==> src/rtl/cpu_pkg.sv <==
// Shared CPU datapath constants and the stack-pointer operation encoding
// used by the register file and its SP counter.
package cpu_pkg;

  localparam int CPU_WIDTH = 18;
  localparam int CPU_REGS  = 8;
  localparam int CPU_SP_INDEX = CPU_REGS - 1;

  typedef enum logic [1:0] {
    SP_HOLD = 2'd0,
    SP_LOAD = 2'd1,
    SP_INC  = 2'd2,
    SP_DEC  = 2'd3
  } sp_op_e;

  // A port write to the SP wins; inc and dec together cancel out.
  function automatic sp_op_e sp_resolve(input logic load, input logic inc, input logic dec);
    if (load)
      return SP_LOAD;
    if (inc && !dec)
      return SP_INC;
    if (dec && !inc)
      return SP_DEC;
    return SP_HOLD;
  endfunction

  function automatic int addr_width(input int depth);
    return (depth > 2) ? $clog2(depth) : 1;
  endfunction

endpackage

==> src/rtl/sp_counter.sv <==
// Stack-pointer register: loadable, increments/decrements modulo 2^WIDTH,
// asynchronous reset to SP_RESET.
module sp_counter
  import cpu_pkg::*;
#(
  parameter int              WIDTH    = CPU_WIDTH,
  parameter logic [WIDTH-1:0] SP_RESET = '0
) (
  input  logic             clk,
  input  logic             reset,
  input  logic             load,
  input  logic [WIDTH-1:0] load_data,
  input  logic             inc,
  input  logic             dec,
  output logic [WIDTH-1:0] value
);

  sp_op_e op;

  assign op = sp_resolve(load, inc, dec);

  always_ff @(posedge clk or posedge reset) begin
    if (reset) begin
      value <= SP_RESET;
    end else begin
      unique case (op)
        SP_LOAD: value <= load_data;
        SP_INC:  value <= value + WIDTH'(1);
        SP_DEC:  value <= value - WIDTH'(1);
        default: value <= value;
      endcase
    end
  end

endmodule

==> src/rtl/register_file.sv <==
// DEPTH-entry register file: one synchronous write port, two combinational
// read ports with optional bypass, optional zero register, built-in SP.
module register_file
  import cpu_pkg::*;
#(
  parameter int               WIDTH       = CPU_WIDTH,
  parameter int               DEPTH       = CPU_REGS,
  parameter bit               BYPASS      = 1'b1,
  parameter bit               ZERO_REG    = 1'b0,
  parameter int               SP_INDEX    = DEPTH - 1,
  parameter logic [WIDTH-1:0] RESET_VALUE = '0,
  parameter logic [WIDTH-1:0] SP_RESET    = '0,
  localparam int              ADDR_W      = addr_width(DEPTH)
) (
  input  logic              clk,
  input  logic              reset,
  input  logic              we,
  input  logic [ADDR_W-1:0] waddr,
  input  logic [WIDTH-1:0]  wdata,
  input  logic [ADDR_W-1:0] raddr_a,
  output logic [WIDTH-1:0]  rdata_a,
  input  logic [ADDR_W-1:0] raddr_b,
  output logic [WIDTH-1:0]  rdata_b,
  input  logic              sp_inc,
  input  logic              sp_dec,
  output logic [WIDTH-1:0]  sp_value
);

  // Every encodable address gets a slot; slots at or above DEPTH read as 0,
  // so the read mux needs no range compare.
  localparam int SLOTS = 1 << ADDR_W;
  localparam logic [ADDR_W-1:0] SP_ADDR = ADDR_W'(SP_INDEX);

  if ((ZERO_REG && SP_INDEX == 0) || SP_INDEX < 0 || SP_INDEX >= DEPTH) begin : g_illegal_sp
    $error("register_file: illegal SP_INDEX %0d for DEPTH %0d / ZERO_REG %0d",
           SP_INDEX, DEPTH, ZERO_REG);
  end
  if (DEPTH < 2 || DEPTH > 32) begin : g_illegal_depth
    $error("register_file: DEPTH %0d outside 2..32", DEPTH);
  end

  logic [WIDTH-1:0] reg_q    [SLOTS];
  logic             writable [SLOTS];
  logic [WIDTH-1:0] sp_q;
  logic             sp_load;
  logic             hit_a;
  logic             hit_b;

  for (genvar i = 0; i < SLOTS; i++) begin : g_slot
    if (i >= DEPTH) begin : g_empty
      assign reg_q[i]    = '0;
      assign writable[i] = 1'b0;
    end else if (ZERO_REG && i == 0) begin : g_zero
      assign reg_q[i]    = '0;
      assign writable[i] = 1'b0;
    end else if (i == SP_INDEX) begin : g_sp
      assign reg_q[i]    = sp_q;
      assign writable[i] = 1'b1;
    end else begin : g_gen
      localparam logic [ADDR_W-1:0] IDX = ADDR_W'(i);
      logic [WIDTH-1:0] q;
      always_ff @(posedge clk or posedge reset) begin
        if (reset)
          q <= RESET_VALUE;
        else if (we && waddr == IDX)
          q <= wdata;
      end
      assign reg_q[i]    = q;
      assign writable[i] = 1'b1;
    end
  end

  assign sp_load = we && (waddr == SP_ADDR);

  sp_counter #(
    .WIDTH    (WIDTH),
    .SP_RESET (SP_RESET)
  ) u_sp (
    .clk       (clk),
    .reset     (reset),
    .load      (sp_load),
    .load_data (wdata),
    .inc       (sp_inc),
    .dec       (sp_dec),
    .value     (sp_q)
  );

  // Forward only writes that will actually land; inc/dec never forward.
  assign hit_a = BYPASS && we && !reset && (waddr == raddr_a) && writable[waddr];
  assign hit_b = BYPASS && we && !reset && (waddr == raddr_b) && writable[waddr];

  assign rdata_a  = hit_a ? wdata : reg_q[raddr_a];
  assign rdata_b  = hit_b ? wdata : reg_q[raddr_b];
  assign sp_value = sp_q;

endmodule

==> config.mk <==
export PLATFORM = sky130hd
export DESIGN_NAME = register_file
export DESIGN_NICKNAME = d
export VERILOG_FILES = /design/src/rtl/cpu_pkg.sv /design/src/rtl/sp_counter.sv /design/src/rtl/register_file.sv
export SDC_FILE = /design/constraint.sdc
export NUM_CORES = 1
export LEC_CHECK = 0
export BUFFER_PORTS_ARGS = -buffer_cell sky130_fd_sc_hd__buf_2
export CORE_AREA = 2 2 163 165
export DETAILED_ROUTE_END_ITERATION = 7
export DIE_AREA = 0 0 165 167
export PLACE_DENSITY = 0.52
export SLEW_MARGIN = 20
export SYNTH_ARGS = -nofsm -noshare
export SYNTH_HDL_FRONTEND = slang
export SYNTH_SLANG_ARGS = --single-unit
==> constraint.sdc <==
create_clock -name clk -period 7.2 [get_ports clk]
set_input_delay 0.72 -clock clk [delete_from_list [all_inputs] [get_ports clk]]
set_output_delay 0.72 -clock clk [all_outputs]
set_load 0.05 [all_outputs]
# After elaboration in Yosys (flattened, before gate mapping)
# Memories as Yosys holds them, arrays and structs flattened.
# Index checks and enable logic that the tools add are counted.
# Widths: inputs -> output; s select.
# word_totals
regBits	144
romBits	8
out_inout_bits	54
wordCells	72
memories	1
# op_classes
add_sub_neg	2
order_cmp	3
n_eq_ne	12
muxes	23
bitwise_logic	3
reduce_logical	20
# memory_table
name	words	word_bits	rd	rd_clocked_by_memory_dff	write_ports	line_no	rtl
(no name shown)	8	1	1	0	0	register_file.sv:90	assign hit_b = BYPASS && we && !reset && (waddr == raddr_b) && writable[waddr];
# ops
cell	n
$bmux 18 s3	2
$mux 18	6
$pmux 18 s3	1
$add 18x1->18 const B	1
$sub 18x1->18 const B	1
$logic_and 1x1->1	15
$eq 3x3->1 const B	4
$ge 4x4->1 const B	3
$mux 2	6
$not 3->4	3
$mux 1	8
$eq 3x2->1 const B	2
$eq 3x3->1	2
$eq 2x2->1 const B	2
$eq 3x1->1 const B	1
$logic_not 1->1	3
$logic_not 3->1	1
$reduce_bool 3->1	1
$eq 2x1->1 const B	1

# Longest topological paths before layout
# depth
depth_word	11
mapped_depth	13
ltp_nobuf	12

# By module
# A second synthesis with hierarchy kept.
# unflattened
hier_cells	718
area_unflattened_um2	9506.6
# by_module_without_submodules
module	n_inst	cells_each	area_each_um2	seq_area_each_um2
register_file	1	452	7546.0	3153.0
sp_counter	1	266	1960.6	450.4

# Least setup slack after synthesis
# OpenSTA, ideal clock, no wires.
# synth_path
path_kind	in2out
from	input reset
to	output rdata_b[11]
t_arrival_ps	5641
setup_slack_ps	839
path_stages	6
path_cell_list	inv_1 > nand2_1 > nor4_2 > clkbuf_1 > nand2_1 > o21ai_0
# synth_between
elab_chain_cells	5
# synth_rtl
element	line_no	rtl
start: declaration	register_file.sv:16	input logic reset,
$logic_not 1->1 (no line)	n/a	
$logic_and 1x1->1 (3 in a row)	register_file.sv:90	
$mux 18	register_file.sv:93	assign rdata_b = hit_b ? wdata : reg_q[raddr_b];
end: declaration	register_file.sv:23	output logic [WIDTH-1:0] rdata_b,
# Every way passes these cells.

# Final worst setup path
# layout_path
from	input raddr_b[1]
to	output rdata_b[10]
# layout_between
elab_chain_cells	5
word_cells_on_any_way	8
cone_classes	1 x eq/ne; 4 x mux; 1 x bitwise; 2 x reduce/logical
# layout_rtl
element	line_no	rtl
start: declaration	register_file.sv:22	input logic [ADDR_W-1:0] raddr_b,
$not 3->4 (implied by the code)	register_file.sv:93	
$bmux 18 s3	register_file.sv:93	
$mux 18 (implied by the code) (2 in a row)	register_file.sv:93	
$mux 18 *	register_file.sv:93	
# Every way passes the cells marked *; elsewhere a longest branch is shown, timed or not. The select of a mux whose other input is x is not followed.

==> impl_results.md <==
- Run status: complete, no violations
- Global-route wire length before repair: 39430 um
- CORE AREA: 25760 um2
- Maximum fanout along the worst path: 37
- Pin count of the biggest net entering global routing: 83
- Pre-CTS setup slack: approximately 3 ns
- Slew margin rel.: 25.47%
- Number of remaining DRC errors: 0
- Power per unit of standard cell area: about 320 nW/um2
- Accumulated negative setup slack: 0 ns
- Highest clock rate: 255.7 MHz
- Leading post-synthesis cells by cell area: sky130_fd_sc_hd__dfrtp_1 (40%), sky130_fd_sc_hd__mux4_2 (18%), sky130_fd_sc_hd__mux2_2 (15%), sky130_fd_sc_hd__mux2i_1 (4.4%), sky130_fd_sc_hd__o21ai_0 (3.0%)
- Worst hold path class: primary input to asynchronous set/reset pin
- Area growth syn-to-layout: 14.25%
- Slew @ Worst Pin: 1.118 ns
- Number of buffers inserted during clock tree synthesis: 17
- Part of the total power dissipated in sequential elements: 37.4%
- Combinational share of power: 33.9%
- Cell at the root of the clock tree: sky130_fd_sc_hd__clkbuf_16
- Net switching power: 1.225 mW
- HPWL after DPL: 16450 um
- Number of enable-type register cells in the synthesized netlist: 0
- Nature of the critical path startpoint: primary input
- Number of cell instances on the worst register-to-register path: 8
- Remaining antenna violation count after routing: 0
- Routed via count divided by cell count: 5.582
- Final net count: 809
- Count of hold-fix buffers inserted at cts: 0
- PortBufs: 85
- Initial detailed-routing violation count: approximately 430
- Warnings, synthesis: 0
- Number of nets in the synthesized netlist: 770
- Routability-driven placement congestion ratio: about 0.85
- H-Tree Level Count: 4
- Number of placed I/O pins: 86
- Proportion of total power due to net switching: a little under two fifths
- Via count of the first global-routing pass: 6349
- Multi-input gate area: 4999 um2
- Die Span Y: between 150 and 200 um
- Most common flop cell mapped by yosys: sky130_fd_sc_hd__dfrtp_1
- Leakage: ~4.1 nW
- Clock tree from TritonCTS: yes
- Number of instances in the synthesized netlist: 736
- Clock slew at the register clock pins of the worst setup and hold paths: approximately 0.06 ns
- Distinct cells, synth: 54
- Largest vdd supply drop: 0.1537 mV
- Number of synthesized register bits: approximately 140
- Clock Latency Late Sink: 0.43 ns
- Worst EP required: ~6.5 ns
- Avg Synthesized Cell Area: about 12 um2
- Number of sinks on the clock net: 144
- Maximum clock insertion buffer count: 2
- Clock Skew: 0.007263 ns
- Worst reg2reg startpoint: u_sp.value[1]$_DFFE_PP0P_
- Count of vias placed by the detailed router: 6269
- Unrepaired setup endpoints after global routing: no
- Die area: 27560 um2
- Quantity of gates resized following cts: 0
- Dominant cell type by area after synthesis: sky130_fd_sc_hd__dfrtp_1
- Max-Cap Viols: 0
- Total internal power: 2.007 mW
- Share of async-settable or async-resettable flops after synthesis: 100.0%
- Remaining global-route overflow: 0
- Count of inserted antenna diode cells: 0
- Share of the synthesized area in the top cell type: roughly two fifths
- Fraction of the yosys area taken by sequential cells: 40.43%
- Initial cell density of the core: 34.60%
- Drt wl/cell: 22.75 um
- Final-report setup violation count: 0
- Row Count: 59
- Netlist Area Pre-Place: 8914 um2
- Crit Path Class: primary input to primary output
- Die X: 165 um
- Clock Power Share: 28.6%
- Post-layout min period: 3.911 ns
- Sum of routed wire length over all layers: 25540 um
- Final core utilization: 39.53%
- Critical Path AT: 3.19 ns
- Post-CTS setup buffer count: 0
- Register area: between 3000 and 4000 um2
- Worst Slack Setup Final: roughly 3.3 ns
- Period Utilization, post-route: 54.32%
- Share of final-layout standard cells stronger than drive strength 1: 42.39%
- Count of final hold-check violations: 0
- Total Routing Usage GR: 19.36%
- Endpoint of the lowest-slack register-to-register path: u_sp.value[12]$_DFFE_PP0P_
- Critical Path Sink Type: primary output
- Max-slew violation count: 0
- Reg-to-reg slack, setup: 4.61 ns
- Antenna violations before repair: 0
- Fillers: roughly 2500
- Number of iterations in the first detailed-routing pass: 5
[worst max path at each step]
stage | start | endpoint | slack, ns | cells past startpoint
6_report | raddr_b[1] | rdata_b[10] | 3.29 | 7
3_3_place_gp | sp_inc | u_sp.value[10]$_DFFE_PP0P_ | 3.09 | 13
4_1_cts | reset | rdata_b[10] | 3.25 | 8
5_1_grt | sp_inc | u_sp.value[12]$_DFFE_PP0P_ | 2.99 | 13
3_5_place_dp | sp_inc | u_sp.value[10]$_DFFE_PP0P_ | 2.99 | 13
2_1_floorplan | reset | rdata_b[11] | 0.84 | 6
[Yosys cell counts (2+ instances only)]
cell type / count
sky130_fd_sc_hd__a2bb2oi_1: 2
sky130_fd_sc_hd__inv_1: 5
sky130_fd_sc_hd__clkbuf_2: 2
sky130_fd_sc_hd__nor3_1: 10
sky130_fd_sc_hd__xor2_1: 8
sky130_fd_sc_hd__mux2_2: 120
sky130_fd_sc_hd__xnor2_1: 5
sky130_fd_sc_hd__mux4_2: 72
sky130_fd_sc_hd__and3_1: 5
sky130_fd_sc_hd__mux2i_1: 39
sky130_fd_sc_hd__nor4_2: 4
sky130_fd_sc_hd__o31a_1: 2
sky130_fd_sc_hd__nand4b_1: 5
sky130_fd_sc_hd__nor3b_1: 4
sky130_fd_sc_hd__a22oi_1: 5
sky130_fd_sc_hd__buf_2: 23
sky130_fd_sc_hd__nand2_1: 65
sky130_fd_sc_hd__a221o_1: 2
sky130_fd_sc_hd__nand3_1: 14
sky130_fd_sc_hd__nand2b_1: 5
sky130_fd_sc_hd__ha_1: 2
sky130_fd_sc_hd__or3_1: 5
sky130_fd_sc_hd__nand4_1: 5
sky130_fd_sc_hd__nor2_1: 23
sky130_fd_sc_hd__a21oi_1: 14
sky130_fd_sc_hd__buf_4: 3
sky130_fd_sc_hd__o22ai_1: 5
sky130_fd_sc_hd__nor4b_1: 3
sky130_fd_sc_hd__o2bb2ai_1: 2
sky130_fd_sc_hd__o211ai_1: 2
sky130_fd_sc_hd__a31oi_1: 4
sky130_fd_sc_hd__o21ai_0: 53
sky130_fd_sc_hd__nor4_1: 4
sky130_fd_sc_hd__dfrtp_1: 144
sky130_fd_sc_hd__nor3_2: 2
sky130_fd_sc_hd__clkbuf_1: 49
sky130_fd_sc_hd__and4_1: 2
[cell usage in the layout, fill, tap and decap left out, drive strengths merged, types with 4 or more instances in the layout]
master	instances
xor2	8
a22oi	5
inv	6
xnor2	5
nand2b	5
nor2	23
and3	5
dfrtp	144
mux4	72
o21ai	53
nand4b	5
nor4	8
mux2	121
nand2	65
buf	98
or3	5
nand4	6
a31oi	4
clkinv	6
nor3	12
o22ai	5
mux2i	39
a21oi	14
clkbuf	20
nand3	14
nor3b	4
[through the flow]
stage | cell area [um2] | hold WS [ns] | power (mW) | std cells
finish | 10180 | 0.4407 | 3.232 | 1123
floorplan | 8914 | 0.4609 | 2.034 | 736
CTS | 10180 | 0.4602 | 3.260 | 1123
detailed placement | 9568 | 0.4940 | 2.326 | 1091
global route | 10180 | 0.4970 | 3.392 | 1123
global placement | 9565 | 0.4764 | 2.310 | 1091
[flip-flops by register name, summed over array words and instances, names as in the netlist]
register	flops
g_slot.g_gen.q	126
u_sp.value	18
[cells by family after synthesis]
| kind of cell | Yosys count | share of synthesized area, % |
|---|---|---|
| multiplexers | 232 | 37.86 |
| XOR/XNOR | 13 | 1.277 |
| AND/OR/NAND/NOR | 162 | 9.517 |
| adder cells (fa/ha/maj) | 2 | 0.2807 |
| AO/OA/AOI/OAI | 100 | 6.668 |
| buffers and inverters | 83 | 3.972 |
| flip-flops | 144 | 40.43 |
[routing by layer]
metal / vias to the layer above / global-route usage, % / wire, um
met5: - / 0 / 0
met4: 0 / 5.331 / 356
met1: 3195 / 27.55 / 11870
li1: 2861 / - / -
met2: 188 / 30.62 / 12110
met3: 25 / 3.188 / 1200
[area by class of cell]
type / count / share of cell area (%)
flip-flops and latches: 144 / 35.39
clock inverters: 12 / 1.560
clock buffers: 20 / 4.485
inverters: 5 / 0.2334
multi-input cells: 509 / 49.08
well taps: 335 / 4.116
repair buffers: 98 / 5.136
[power groups by stage]
stage	registers (mW)	clock network (mW)	logic, mW
finish	1.21	0.926	1.10
global route	1.24	0.979	1.17
CTS	1.21	0.946	1.11
detailed placement	1.22	0	1.11
global placement	1.21	0	1.10
floorplan	1.21	0	0.819
[worst max-delay path, cell delays in order]
cell,delay [ns]
sky130_fd_sc_hd__buf_2,0.82
sky130_fd_sc_hd__xor2_1,0.22
sky130_fd_sc_hd__nor4_4,0.50
sky130_fd_sc_hd__buf_4,0.37
sky130_fd_sc_hd__nand2_1,0.09
sky130_fd_sc_hd__o21ai_0,0.12
sky130_fd_sc_hd__buf_2,0.32
(Power assumes the default switching activity.)
